===== src/rtl/frame_deframer.sv =====
// Bit-serial frame deframer: sync hunt, length byte, MSB-first payload assembly into an output FIFO.
// Optional trailing CRC-8 check is enabled by defining FRAME_CRC_EN.
module frame_deframer #(
  parameter logic [15:0] SYNC_WORD  = 16'hA5C3,
  parameter int unsigned FIFO_DEPTH = 8
) (
  input  logic       clock,
  input  logic       reset_n,
  input  logic       bit_in,
  input  logic       bit_valid,
  output logic [7:0] out_data,
  output logic       out_valid,
  input  logic       out_ready,
  output logic       sync_locked,
  output logic       frame_done,
  output logic       overflow,
  output logic       frame_error
);

  localparam int unsigned AW = $clog2(FIFO_DEPTH);

`ifdef FRAME_CRC_EN
  typedef enum logic [1:0] {StHunt, StLen, StPayload, StCrc} state_e;
`else
  typedef enum logic [1:0] {StHunt, StLen, StPayload} state_e;
`endif

  state_e      state_q, state_d;
  // Only the last 15 bits are kept; the 16th comes straight from bit_in.
  logic [14:0] shift_q, shift_d;
  logic [15:0] sync_cand;
  logic [2:0]  bit_cnt_q, bit_cnt_d;
  logic [6:0]  data_q, data_d;
  logic [7:0]  len_q, len_d;
  logic [7:0]  byte_cnt_q, byte_cnt_d;
  logic [7:0]  byte_full;
  logic        done_d, done_q;
  logic        ovf_d, ovf_q;
  logic        push_req, push, pop, full, empty;
  logic [AW:0] wr_ptr_q, rd_ptr_q;
  logic [7:0]  mem_q [FIFO_DEPTH];

`ifdef FRAME_CRC_EN
  logic [7:0] crc_q, crc_d;
  logic       err_d, err_q;

  function automatic logic [7:0] crc_step(input logic [7:0] c, input logic b);
    return {c[6:0], 1'b0} ^ ((c[7] ^ b) ? 8'h07 : 8'h00);
  endfunction
`endif

  assign sync_cand = {shift_q, bit_in};
  assign byte_full = {data_q, bit_in};

  always_comb begin
    state_d    = state_q;
    shift_d    = shift_q;
    bit_cnt_d  = bit_cnt_q;
    data_d     = data_q;
    len_d      = len_q;
    byte_cnt_d = byte_cnt_q;
    done_d     = 1'b0;
    push_req   = 1'b0;
`ifdef FRAME_CRC_EN
    crc_d      = crc_q;
    err_d      = 1'b0;
`endif
    if (bit_valid) begin
      case (state_q)
        StHunt: begin
          shift_d = sync_cand[14:0];
          if (sync_cand == SYNC_WORD) begin
            state_d   = StLen;
            bit_cnt_d = 3'd0;
`ifdef FRAME_CRC_EN
            crc_d     = 8'h00;
`endif
          end
        end
        StLen: begin
          data_d    = byte_full[6:0];
          bit_cnt_d = bit_cnt_q + 3'd1;
`ifdef FRAME_CRC_EN
          crc_d     = crc_step(crc_q, bit_in);
`endif
          if (bit_cnt_q == 3'd7) begin
            len_d = byte_full;
            if (byte_full == 8'h00) begin
              done_d  = 1'b1;
              state_d = StHunt;
              shift_d = '0;
            end else begin
              state_d    = StPayload;
              byte_cnt_d = 8'h00;
            end
          end
        end
        StPayload: begin
          data_d    = byte_full[6:0];
          bit_cnt_d = bit_cnt_q + 3'd1;
`ifdef FRAME_CRC_EN
          crc_d     = crc_step(crc_q, bit_in);
`endif
          if (bit_cnt_q == 3'd7) begin
            push_req   = 1'b1;
            byte_cnt_d = byte_cnt_q + 8'd1;
            if (byte_cnt_q + 8'd1 == len_q) begin
`ifdef FRAME_CRC_EN
              state_d = StCrc;
`else
              done_d  = 1'b1;
              state_d = StHunt;
              shift_d = '0;
`endif
            end
          end
        end
`ifdef FRAME_CRC_EN
        StCrc: begin
          data_d    = byte_full[6:0];
          bit_cnt_d = bit_cnt_q + 3'd1;
          if (bit_cnt_q == 3'd7) begin
            if (byte_full == crc_q) done_d = 1'b1;
            else                    err_d  = 1'b1;
            state_d = StHunt;
            shift_d = '0;
          end
        end
`endif
        default: state_d = StHunt;
      endcase
    end
  end

  always_ff @(posedge clock or negedge reset_n) begin
    if (!reset_n) begin
      state_q    <= StHunt;
      shift_q    <= '0;
      bit_cnt_q  <= '0;
      data_q     <= '0;
      len_q      <= '0;
      byte_cnt_q <= '0;
      done_q     <= 1'b0;
      ovf_q      <= 1'b0;
    end else begin
      state_q    <= state_d;
      shift_q    <= shift_d;
      bit_cnt_q  <= bit_cnt_d;
      data_q     <= data_d;
      len_q      <= len_d;
      byte_cnt_q <= byte_cnt_d;
      done_q     <= done_d;
      ovf_q      <= ovf_d;
    end
  end

`ifdef FRAME_CRC_EN
  always_ff @(posedge clock or negedge reset_n) begin
    if (!reset_n) begin
      crc_q <= 8'h00;
      err_q <= 1'b0;
    end else begin
      crc_q <= crc_d;
      err_q <= err_d;
    end
  end
  assign frame_error = err_q;
`else
  assign frame_error = 1'b0;
`endif

  // FIFO: pointer MSB distinguishes full from empty when the index bits match.
  assign empty = (wr_ptr_q == rd_ptr_q);
  assign full  = (wr_ptr_q[AW] != rd_ptr_q[AW]) && (wr_ptr_q[AW-1:0] == rd_ptr_q[AW-1:0]);
  assign pop   = !empty && out_ready;
  // A same-cycle pop frees the slot the push lands in.
  assign push  = push_req && (!full || pop);
  assign ovf_d = push_req && full && !pop;

  always_ff @(posedge clock or negedge reset_n) begin
    if (!reset_n) begin
      wr_ptr_q <= '0;
      rd_ptr_q <= '0;
    end else begin
      if (push) wr_ptr_q <= wr_ptr_q + 1'b1;
      if (pop)  rd_ptr_q <= rd_ptr_q + 1'b1;
    end
  end

  always_ff @(posedge clock) begin
    if (push) mem_q[wr_ptr_q[AW-1:0]] <= byte_full;
  end

  assign out_valid   = !empty;
  assign out_data    = empty ? 8'h00 : mem_q[rd_ptr_q[AW-1:0]];
  assign sync_locked = (state_q != StHunt);
  assign frame_done  = done_q;
  assign overflow    = ovf_q;

endmodule

===== config.mk =====
export PLATFORM = sky130hd
export DESIGN_NAME = frame_deframer
export DESIGN_NICKNAME = d
export VERILOG_FILES = /design/src/rtl/frame_deframer.sv
export SDC_FILE = /design/constraint.sdc
export NUM_CORES = 1
export LEC_CHECK = 0
export BUFFER_PORTS_ARGS = -buffer_cell sky130_fd_sc_hd__buf_2
export CORE_MARGIN = 8
export CORE_UTILIZATION = 40
export DETAILED_ROUTE_END_ITERATION = 16
export PLACE_DENSITY = 0.53
export SYNTH_ARGS = -nofsm -noshare
export SYNTH_HDL_FRONTEND = slang
export SYNTH_SLANG_ARGS = --single-unit

===== constraint.sdc =====
create_clock -name clock -period 4.3 [get_ports clock]
set_input_delay 0.645 -clock clock [delete_from_list [all_inputs] [get_ports clock]]
set_output_delay 0.645 -clock clock [all_outputs]
set_load 0.02 [all_outputs]

==> impl_metrics.json, run 1 <==
{
  "outcome": "completed",
  "grt_overflow": 0,
  "hold_violations": 0,
  "clock-root-buffer": "clkbuf_16",
  "grt_setup_unrepaired": "no",
  "ys_top_cells_by_area": "edfxtp_1 (37%), dfrtp_1 (26%), mux4_2 (7.0%)",
  "critPathCaptureType": "output port",
  "cts_resized": 0,
  "post_cts_buffers": 0,
  "yosys.area.top_type": "edfxtp_1",
  "endpoint": "out_data[2]",
  "cp-start-kind": "flip-flop",
  "wl_per_cell_um": 17.68,
  "power.leakage_nw": 2.386,
  "seqCellArea_um2": 3248,
  "antennaDiodeCount": 0,
  "synth.top_cell.area_share": 0.3729,
  "ys_ff_latch": 117,
  "maxCapViolations": 0,
  "fin_nets": 383,
  "yosysMostFrequentCell": "edfxtp_1",
  "ys.warnings.count": 0,
  "gp_congestion": 0.7359,
  "die-width_um": 129.5,
  "core_area_um2": 12620,
  "synthCells": 345,
  "timing.final.max_slew_violations": 0,
  "multi_input_area_um2": 1769,
  "clock_sinks": 117,
  "die-height_um": 129.5,
  "fin_setup_tns_ns": 0,
  "setup_violations": 0,
  "ys_async_sr_fraction": 0.4530,
  "synth.distinct_cells": 48,
  "antenna_found_initial": 0,
  "synth_sequential_area_ratio": 0.6303,
  "final_util": 0.4753,
  "drc_errors": 0,
  "track_usage": 0.1315,
  "fin_area_um2": 5998,
  "worst_slew_pin_slew_ns": 0.8713,
  "io_pins": 18,
  "synth_top_flop_cell": "edfxtp_1",
  "clk_latency_ns": 0.41,
  "synthesis.nets": 358,
  "vias": 2850,
  "num_rows": 41,
  "r2r_start": "state_q[0]",
  "cts_max_level": 4,
  "finalCritPeriodShare": 0.7023,
  "min_period_ns": 3.020,
  "grt_pass1_wl_mm": 16.41,
  "rrSetupSlack_ns": 1.50,
  "detail-route-antenna-nets": 0,
  "cts_tree": "done",
  "portBuffers": 16,
  "dpl_cell_area_um2": 5406,
  "instances_no_fill": 555,
  "path_class": "flip-flop to output port",
  "layout-drive-gt1-share": 0.2559,
  "cts_max_path_buffers": 2,
  "cp.required_ns": 3.65,
  "path_clk_slew_ns": 0.05,
  "die-area_um2": 16770,
  "grt_max_degree": 54,
  "drtIter0Drc": 219,
  "finClkSkew_ns": 0.006741,
  "place_hpwl_mm": 6.644,
  "drt-total-wl_mm": 9.810,
  "arrival_ns": 2.37,
  "dp_cells": 523,
  "ir_worst_vdd_v": 0.0002767,
  "reg2reg_to": "mem_q[7][7]",
  "power_density_nw_per_um2": 658.5,
  "crit_start": "rd_ptr_q[0]",
  "area_delta_synth_final_pct": 16.39,
  "cts-hold-fix-buffers": 0,
  "fillers": 1138,
  "hold_class": "input pin to async pin",
  "numCtsBuffers": 17,
  "grt_pass1_vias": 2951,
  "maxSlewHeadroom": 0.4152,
  "vias_per_cell": 5.135,
  "first_pass_iters": 4,
  "reg2reg_depth": 6,
  "synth_edf_count": 64,
  "clock.fmax_ghz": 0.3311,
  "syn_area_um2": 5154,
  "netlist_top_cells_count": "edfxtp_1 (64), dfrtp_1 (53), mux2_2 (19), nand2_1 (19), a22o_1 (18)",
  "avgSynthCellArea_um2": 14.94,
  "cp_max_fo": 11,
  "start_util": 0.4084,
  "worst_hold_slack_ns": 0.3649
}
==> per-layer routing <==
metal / global-route usage / routed length [um]
met1: 0.1655 / 4547
met2: 0.2050 / 4802
met3: 0.04108 / 329
met4: 0.05738 / 131
met5: 0 / 0
==> placed cells by master, fill, tap and decap left out, drive strengths merged, types with 6 or more instances in the layout <==
master	count
edfxtp	64
dfrtp	53
buf	25
a22o	21
nand2	19
mux2	19
clkbuf	19
mux4	16
nor2	16
xor2	13
o21ai	12
mux2i	10
ha	8
inv	7
nor3b	7
nor3	6
nand3	6
==> report_power, final <==
part	total (mW)	internal (mW)	switching, mW
registers	1.61	1.38	0.237
logic	0.935	0.451	0.484
clock network	1.40	0.906	0.496
total	3.95	2.73	1.22
==> registers in the layout, indices dropped and copies added, names as in the netlist <==
register,flops
byte_cnt_q,8
wr_ptr_q,4
len_q,8
overflow,1
frame_done,1
shift_q,15
data_q,7
bit_cnt_q,3
mem_q,64
rd_ptr_q,4
state_q,2
==> metrics by stage <==
step	setup WS, ns	power, mW
3_5_place_dp	1.407	2.593
2_1_floorplan	1.706	2.300
5_1_grt	1.092	4.159
4_1_cts	1.205	4.011
6_report	1.280	3.950
3_3_place_gp	1.379	2.569
==> worst min path at each step <==
stage                        end  slack [ns]
floorplan           bit_cnt_q[0]        0.35
global placement     wr_ptr_q[3]        0.48
detailed placement   shift_q[14]        0.49
CTS                   state_q[0]        0.38
global route          shift_q[6]        0.43
finish                shift_q[3]        0.36
==> cell type report <==
class,instances,area share
Multi-Input combinational cell,202,0.2950
Clock inverter,13,0.02649
Sequential cell,117,0.5415
Clock buffer,19,0.07217
Timing Repair Buffer,25,0.02461
Tap cell,172,0.03588
Inverter,7,0.004380
==> cell families after synthesis <==
| kind of cell | share of synthesized area |
|---|---|
| flops | 0.6302 |
| fa+ha+maj | 0.01942 |
| mux | 0.1309 |
| buf+inv | 0.02646 |
| simple gates | 0.08303 |
| compound gates | 0.07866 |
| xor+xnor | 0.03059 |
| other cells | 0.0007276 |
==> worst max-delay path, stage by stage (launching register included) <==
cell and delay [ns]:
dfrtp_1 0.69, buf_4 0.34, mux4_2 0.53, mux2i_1 0.17, nor2_1 0.06, buf_2 0.17
(Power assumes the default switching activity.)
==> inputs of run 2 (changes only) <==
Clock period 4.3 ns to 3.1 ns, I/O delays scaled along.
==> impl_metrics.json, run 2 (synthesized netlist as in run 1, its figures left out) <==
{
  "largest_reg_flops": 64,
  "maxCapViolations": 0,
  "grt_pass1_vias": 3155,
  "fillers": 1140,
  "wl_per_cell_um": 18.65,
  "grt_setup_unrepaired": "no",
  "dpl_cell_area_um2": 5459,
  "clock_sinks": 117,
  "worst_hold_slack_ns": 0.03618,
  "fin_area_um2": 6032,
  "antenna_found_initial": 0,
  "num_rows": 41,
  "grt_pass1_wl_mm": 17.31,
  "layout-drive-gt1-share": 0.2641,
  "hold_class": "input pin to async pin",
  "portBuffers": 16,
  "grt_overflow": 0,
  "track_usage": 0.1409,
  "fin_setup_tns_ns": 0,
  "drtIter0Drc": 193,
  "detail-route-antenna-nets": 0,
  "clock-root-buffer": "clkbuf_16",
  "maxSlewHeadroom": 0.4296,
  "io_pins": 18,
  "cp.required_ns": 2.63,
  "timing.final.max_slew_violations": 0,
  "die-width_um": 129.5,
  "clk_latency_ns": 0.42,
  "cts_max_level": 4,
  "seqCellArea_um2": 3248,
  "drt-total-wl_mm": 10.48,
  "setup_ws_ns": 0.4538,
  "core_area_um2": 12620,
  "final_common_cell": "edfxtp_1",
  "cts_resized": 0,
  "critPathCaptureType": "output port",
  "area_delta_synth_final_pct": 17.04,
  "reg2reg_depth": 6,
  "vias_per_cell": 5.240,
  "power.leakage_nw": 2.431,
  "vias": 2945,
  "min_period_ns": 2.646,
  "start_util": 0.4084,
  "cp_max_fo": 11,
  "pre_cts_slack_ns": 0.5854,
  "die-area_um2": 16770,
  "drc_errors": 0,
  "antennaDiodeCount": 0,
  "numCtsBuffers": 17,
  "setup_violations": 0,
  "finClkSkew_ns": 0.01184,
  "finalCritPeriodShare": 0.8536,
  "rrSetupSlack_ns": 0.57,
  "worst_slew_pin_slew_ns": 0.8499,
  "hold_violations": 0,
  "place_hpwl_mm": 6.754,
  "post_cts_buffers": 0,
  "ir_worst_vdd_v": 0.0004449,
  "cp-start-kind": "flip-flop",
  "arrival_ns": 2.18,
  "power_density_nw_per_um2": 912.6,
  "cts_tree": "done",
  "fin_nets": 390,
  "r2r_start": "data_q[4]",
  "layout_common_cells": "edfxtp_1 (64), dfrtp_1 (53), nand2_1 (19), mux2_2 (19), a22o_1 (18)",
  "instances_no_fill": 562,
  "worstPathCellList": "buf_4, xor2_1, nor3_1, and2_1, nor2_1, buf_2",
  "multi_input_area_um2": 1769,
  "clock.fmax_ghz": 0.3779,
  "path_clk_slew_ns": 0.06,
  "cts-hold-fix-buffers": 0,
  "first_pass_iters": 4,
  "max_stage_delay_ns": 0.44,
  "critPathSlowestCell": "and2_1",
  "gp_congestion": 0.7823,
  "reg2reg_to": "byte_cnt_q[4]",
  "grt_max_degree": 31,
  "dp_cells": 530,
  "outcome": "completed",
  "cts_max_path_buffers": 2,
  "die-height_um": 129.5,
  "path_class": "flip-flop to output port"
}
## run 2: critical path: cells and delay by family (launching register included)
| family | cells | cell delay (ns) |
|---|---|---|
| simple gates | 3 | 0.83 |
| flops | 1 | 0.37 |
| buf+inv | 2 | 0.37 |
| xor+xnor | 1 | 0.18 |
## run 2: how the worst max path moves through the flow
stage,start,to,slack [ns],depth (start not counted)
after detailed placement,data_q[4],byte_cnt_q[4],0.59,6
after CTS,rd_ptr_q[2],out_data[1],0.39,6
after global placement,data_q[4],byte_cnt_q[4],0.71,6
after global routing,rd_ptr_q[2],out_data[2],0.26,6
after floorplan,state_q[0],mem_q[2][0],0.51,7
final,rd_ptr_q[2],out_data[3],0.45,6
## run 2: metrics by stage
| step | utilization | total power [mW] |
|---|---|---|
| 2_1_floorplan | - | 3.191 |
| 5_1_grt | 0.4780 | 5.807 |
| 3_3_place_gp | 0.4326 | 3.656 |
| 4_1_cts | 0.4780 | 5.583 |
| 6_report | 0.4780 | 5.505 |
| 3_5_place_dp | 0.4326 | 3.678 |
## run 2: area by class of cell
cell class,instances,area share
timing repair buffer,32,0.03319
clock inverter,8,0.01680
inverter,7,0.004356
multi-input combinational,202,0.2933
clock buffer,24,0.07820
tap,172,0.03568
sequential,117,0.5385
## run 2: power breakdown
part           switching (mW)  internal, mW  leakage (nW)
combinational           0.799         0.652         0.868
sequential              0.255          1.91          1.28
clock                   0.666          1.22         0.282
## run 2: per-layer routing
metal  GRT usage  vias to the layer above  wire length, um
met5           0                        -                0
met4     0.06148                        0              181
met3     0.04396                       16              410
met2      0.2237                       55             5216
met1      0.1741                     1502             4671
li1            -                     1372                -
==> inputs of run 3 (changes only) <==
Settings changed: ABC_AREA from default to 1.
==> impl_metrics.json, run 3 <==
{
  "grt_setup_unrepaired": "no",
  "arrival_ns": 2.36,
  "instances_no_fill": 764,
  "critPathCaptureType": "output port",
  "drtIter0Drc": 276,
  "outcome": "completed",
  "vias": 3872,
  "die-width_um": 132.6,
  "vias_per_cell": 5.068,
  "cp.required_ns": 2.63,
  "ys_async_sr_fraction": 0.4530,
  "cp-start-kind": "flip-flop",
  "gp_congestion": 0.7680,
  "grt_pass1_wl_mm": 20.43,
  "ys_top_cells_by_area": "edfxtp_1 (35%), dfrtp_1 (24%), nand2_1 (7.1%)",
  "die-height_um": 132.6,
  "synth_xor_area_frac": 0.01771,
  "drt-total-wl_mm": 12.26,
  "clock_sinks": 117,
  "numCtsBuffers": 17,
  "antenna_found_initial": 0,
  "yosysMostFrequentCell": "nand2_1",
  "antennaDiodeCount": 0,
  "fin_area_um2": 6267,
  "hold_class": "input pin to async pin",
  "io_pins": 18,
  "layout-drive-gt1-share": 0.1344,
  "path_clk_slew_ns": 0.05,
  "clock-root-buffer": "clkbuf_16",
  "power_density_nw_per_um2": 766.3,
  "cts_max_level": 4,
  "drc_errors": 0,
  "synth.distinct_cells": 41,
  "grt_pass1_vias": 3857,
  "dpl_cell_area_um2": 5673,
  "netlist_top_cells_count": "nand2_1 (103), nor2_1 (84), edfxtp_1 (64)",
  "hold_violations": 0,
  "num_rows": 42,
  "power_frac_clock": 0.404,
  "power_switching_mw": 1.477,
  "clk_latency_ns": 0.41,
  "core_area_um2": 13240,
  "die-area_um2": 17590,
  "syn_area_um2": 5440,
  "start_util": 0.4108,
  "pwr-share-comb": 0.224,
  "synth-simple-area-share": 0.2116,
  "ys_ff_latch": 117,
  "synthAdderAreaFrac": 0.01840,
  "synth_top_family_by_area": "simple AND/OR/NAND/NOR gates",
  "clock.fmax_ghz": 0.3539,
  "reg2reg_to": "mem_q[5][3]",
  "avgSynthCellArea_um2": 9.909,
  "grt_max_degree": 31,
  "p_int_mw": 3.325,
  "setup_violations": 0,
  "grt_overflow": 0,
  "synthCells": 549,
  "area_delta_synth_final_pct": 15.20,
  "cts_tree": "done",
  "worst_slew_pin_slew_ns": 0.8572,
  "detail-route-antenna-nets": 0,
  "track_usage": 0.1475,
  "first_pass_iters": 4,
  "p_total_mw": 4.803,
  "timing.final.max_slew_violations": 0,
  "final_common_cell": "nand2_1",
  "synth_mux_area_frac": 0,
  "seq_power_share": 0.372,
  "finalCritPeriodShare": 0.9114,
  "reg2reg_depth": 8,
  "cp_max_fo": 30,
  "rrSetupSlack_ns": 0.66,
  "fin_setup_tns_ns": 0,
  "path_class": "flip-flop to output port",
  "dp_cells": 732,
  "ys.warnings.count": 0,
  "portBuffers": 16,
  "min_period_ns": 2.825,
  "layout_common_cells": "nand2_1 (103), nor2_1 (84), edfxtp_1 (64), o21ai_0 (63), dfrtp_1 (52)",
  "ir_worst_vdd_v": 0.0003949,
  "maxSlewHeadroom": 0.4279,
  "fin_nets": 588,
  "synth_edf_count": 64,
  "place_hpwl_mm": 8.161,
  "synth.top_cell.area_share": 0.3533,
  "cts_max_path_buffers": 2,
  "power.leakage_nw": 2.635,
  "r2r_start": "state_q[0]",
  "synthesis.nets": 562,
  "synth_top_flop_cell": "edfxtp_1",
  "wl_per_cell_um": 16.05,
  "fillers": 1283,
  "cts-hold-fix-buffers": 0,
  "yosys.area.top_type": "edfxtp_1",
  "synth-compound-area-share": 0.08970,
  "largest_reg_flops": 64,
  "post_cts_buffers": 0,
  "finClkSkew_ns": 0.007747,
  "p_sw_frac": 0.3076,
  "worst_hold_slack_ns": 0.04741,
  "synth_sequential_area_ratio": 0.5971,
  "cts_resized": 0,
  "maxCapViolations": 0
}
-- run 3: cell types whose count changed after synthesis, sizes merged, moves of 16 or more --
cell	previous run	this run
a22o	21	0
inv	7	46
mux2	19	0
mux4	16	0
nand2	19	107
nand4	5	22
nor2	16	89
o21ai	12	64
-- run 3: per-stage QoR --
step / util / setup WS, ns
final: 0.4733 / 0.2746
after global routing: 0.4733 / 0.05113
after CTS: 0.4729 / 0.03726
after detailed placement: 0.4284 / 0.4997
after global placement: 0.4284 / 0.4934
after floorplan: - / 0.9393
-- run 3: cell type report --
type	instances	area, um2	area share
Clock buffer	24	493.0	0.07866
Multi-Input combinational cell	362	1839	0.2935
Tap cell	176	220.2	0.03514
Sequential cell	117	3249	0.5185
Inverter	46	176.4	0.02815
Timing Repair Buffer	31	192.7	0.03074
Clock inverter	8	96.34	0.01537
-- run 3: power by group through the flow --
stage          clock [mW]  sequential [mW]  combinational [mW]
3_5_place_dp            0             1.81                1.09
2_1_floorplan           0             1.76               0.802
4_1_cts              1.96             1.78                1.09
3_3_place_gp            0             1.81                1.09
5_1_grt              2.04             1.80                1.22
6_report             1.94             1.79                1.08
-- run 3: worst max-delay path by stage --
stage | start | endpoint | slack (ns)
5_1_grt | rd_ptr_q[0] | out_data[7] | 0.05
3_3_place_gp | rd_ptr_q[1] | out_data[4] | 0.49
4_1_cts | rd_ptr_q[1] | out_data[7] | 0.04
2_1_floorplan | state_q[0] | mem_q[0][0] | 0.94
6_report | rd_ptr_q[0] | out_data[7] | 0.27
3_5_place_dp | rd_ptr_q[1] | out_data[7] | 0.50
-- run 3: logic make-up (layout without fill, tap and decap cells) --
kind of cell    Yosys count  after routing
simple gates            251            251
other cells               1              1
buf+inv                  70            109
compound gates           91             91
fa+ha+maj                 8              8
flops                   117            117
xor+xnor                 11             11
-- run 3: routing by layer --
layer / part of all wire / global-route usage / vias to the layer above / wire (um)
met3: 0.044 / 0.04050 / 17 / 545
met5: 0 / 0 / - / 0
met4: 0.017 / 0.05931 / 0 / 204
met1: 0.48 / 0.1890 / 1848 / 5841
li1: - / - / 1925 / -
met2: 0.46 / 0.2313 / 82 / 5669
-- run 3: worst max-delay path, stage by stage (launching register included) --
cell and delay [ns]:
dfrtp_1 0.39, inv_1 0.63, o21ai_0 0.24, o22ai_1 0.16, o21ai_0 0.09, a31oi_1 0.23, buf_2 0.21
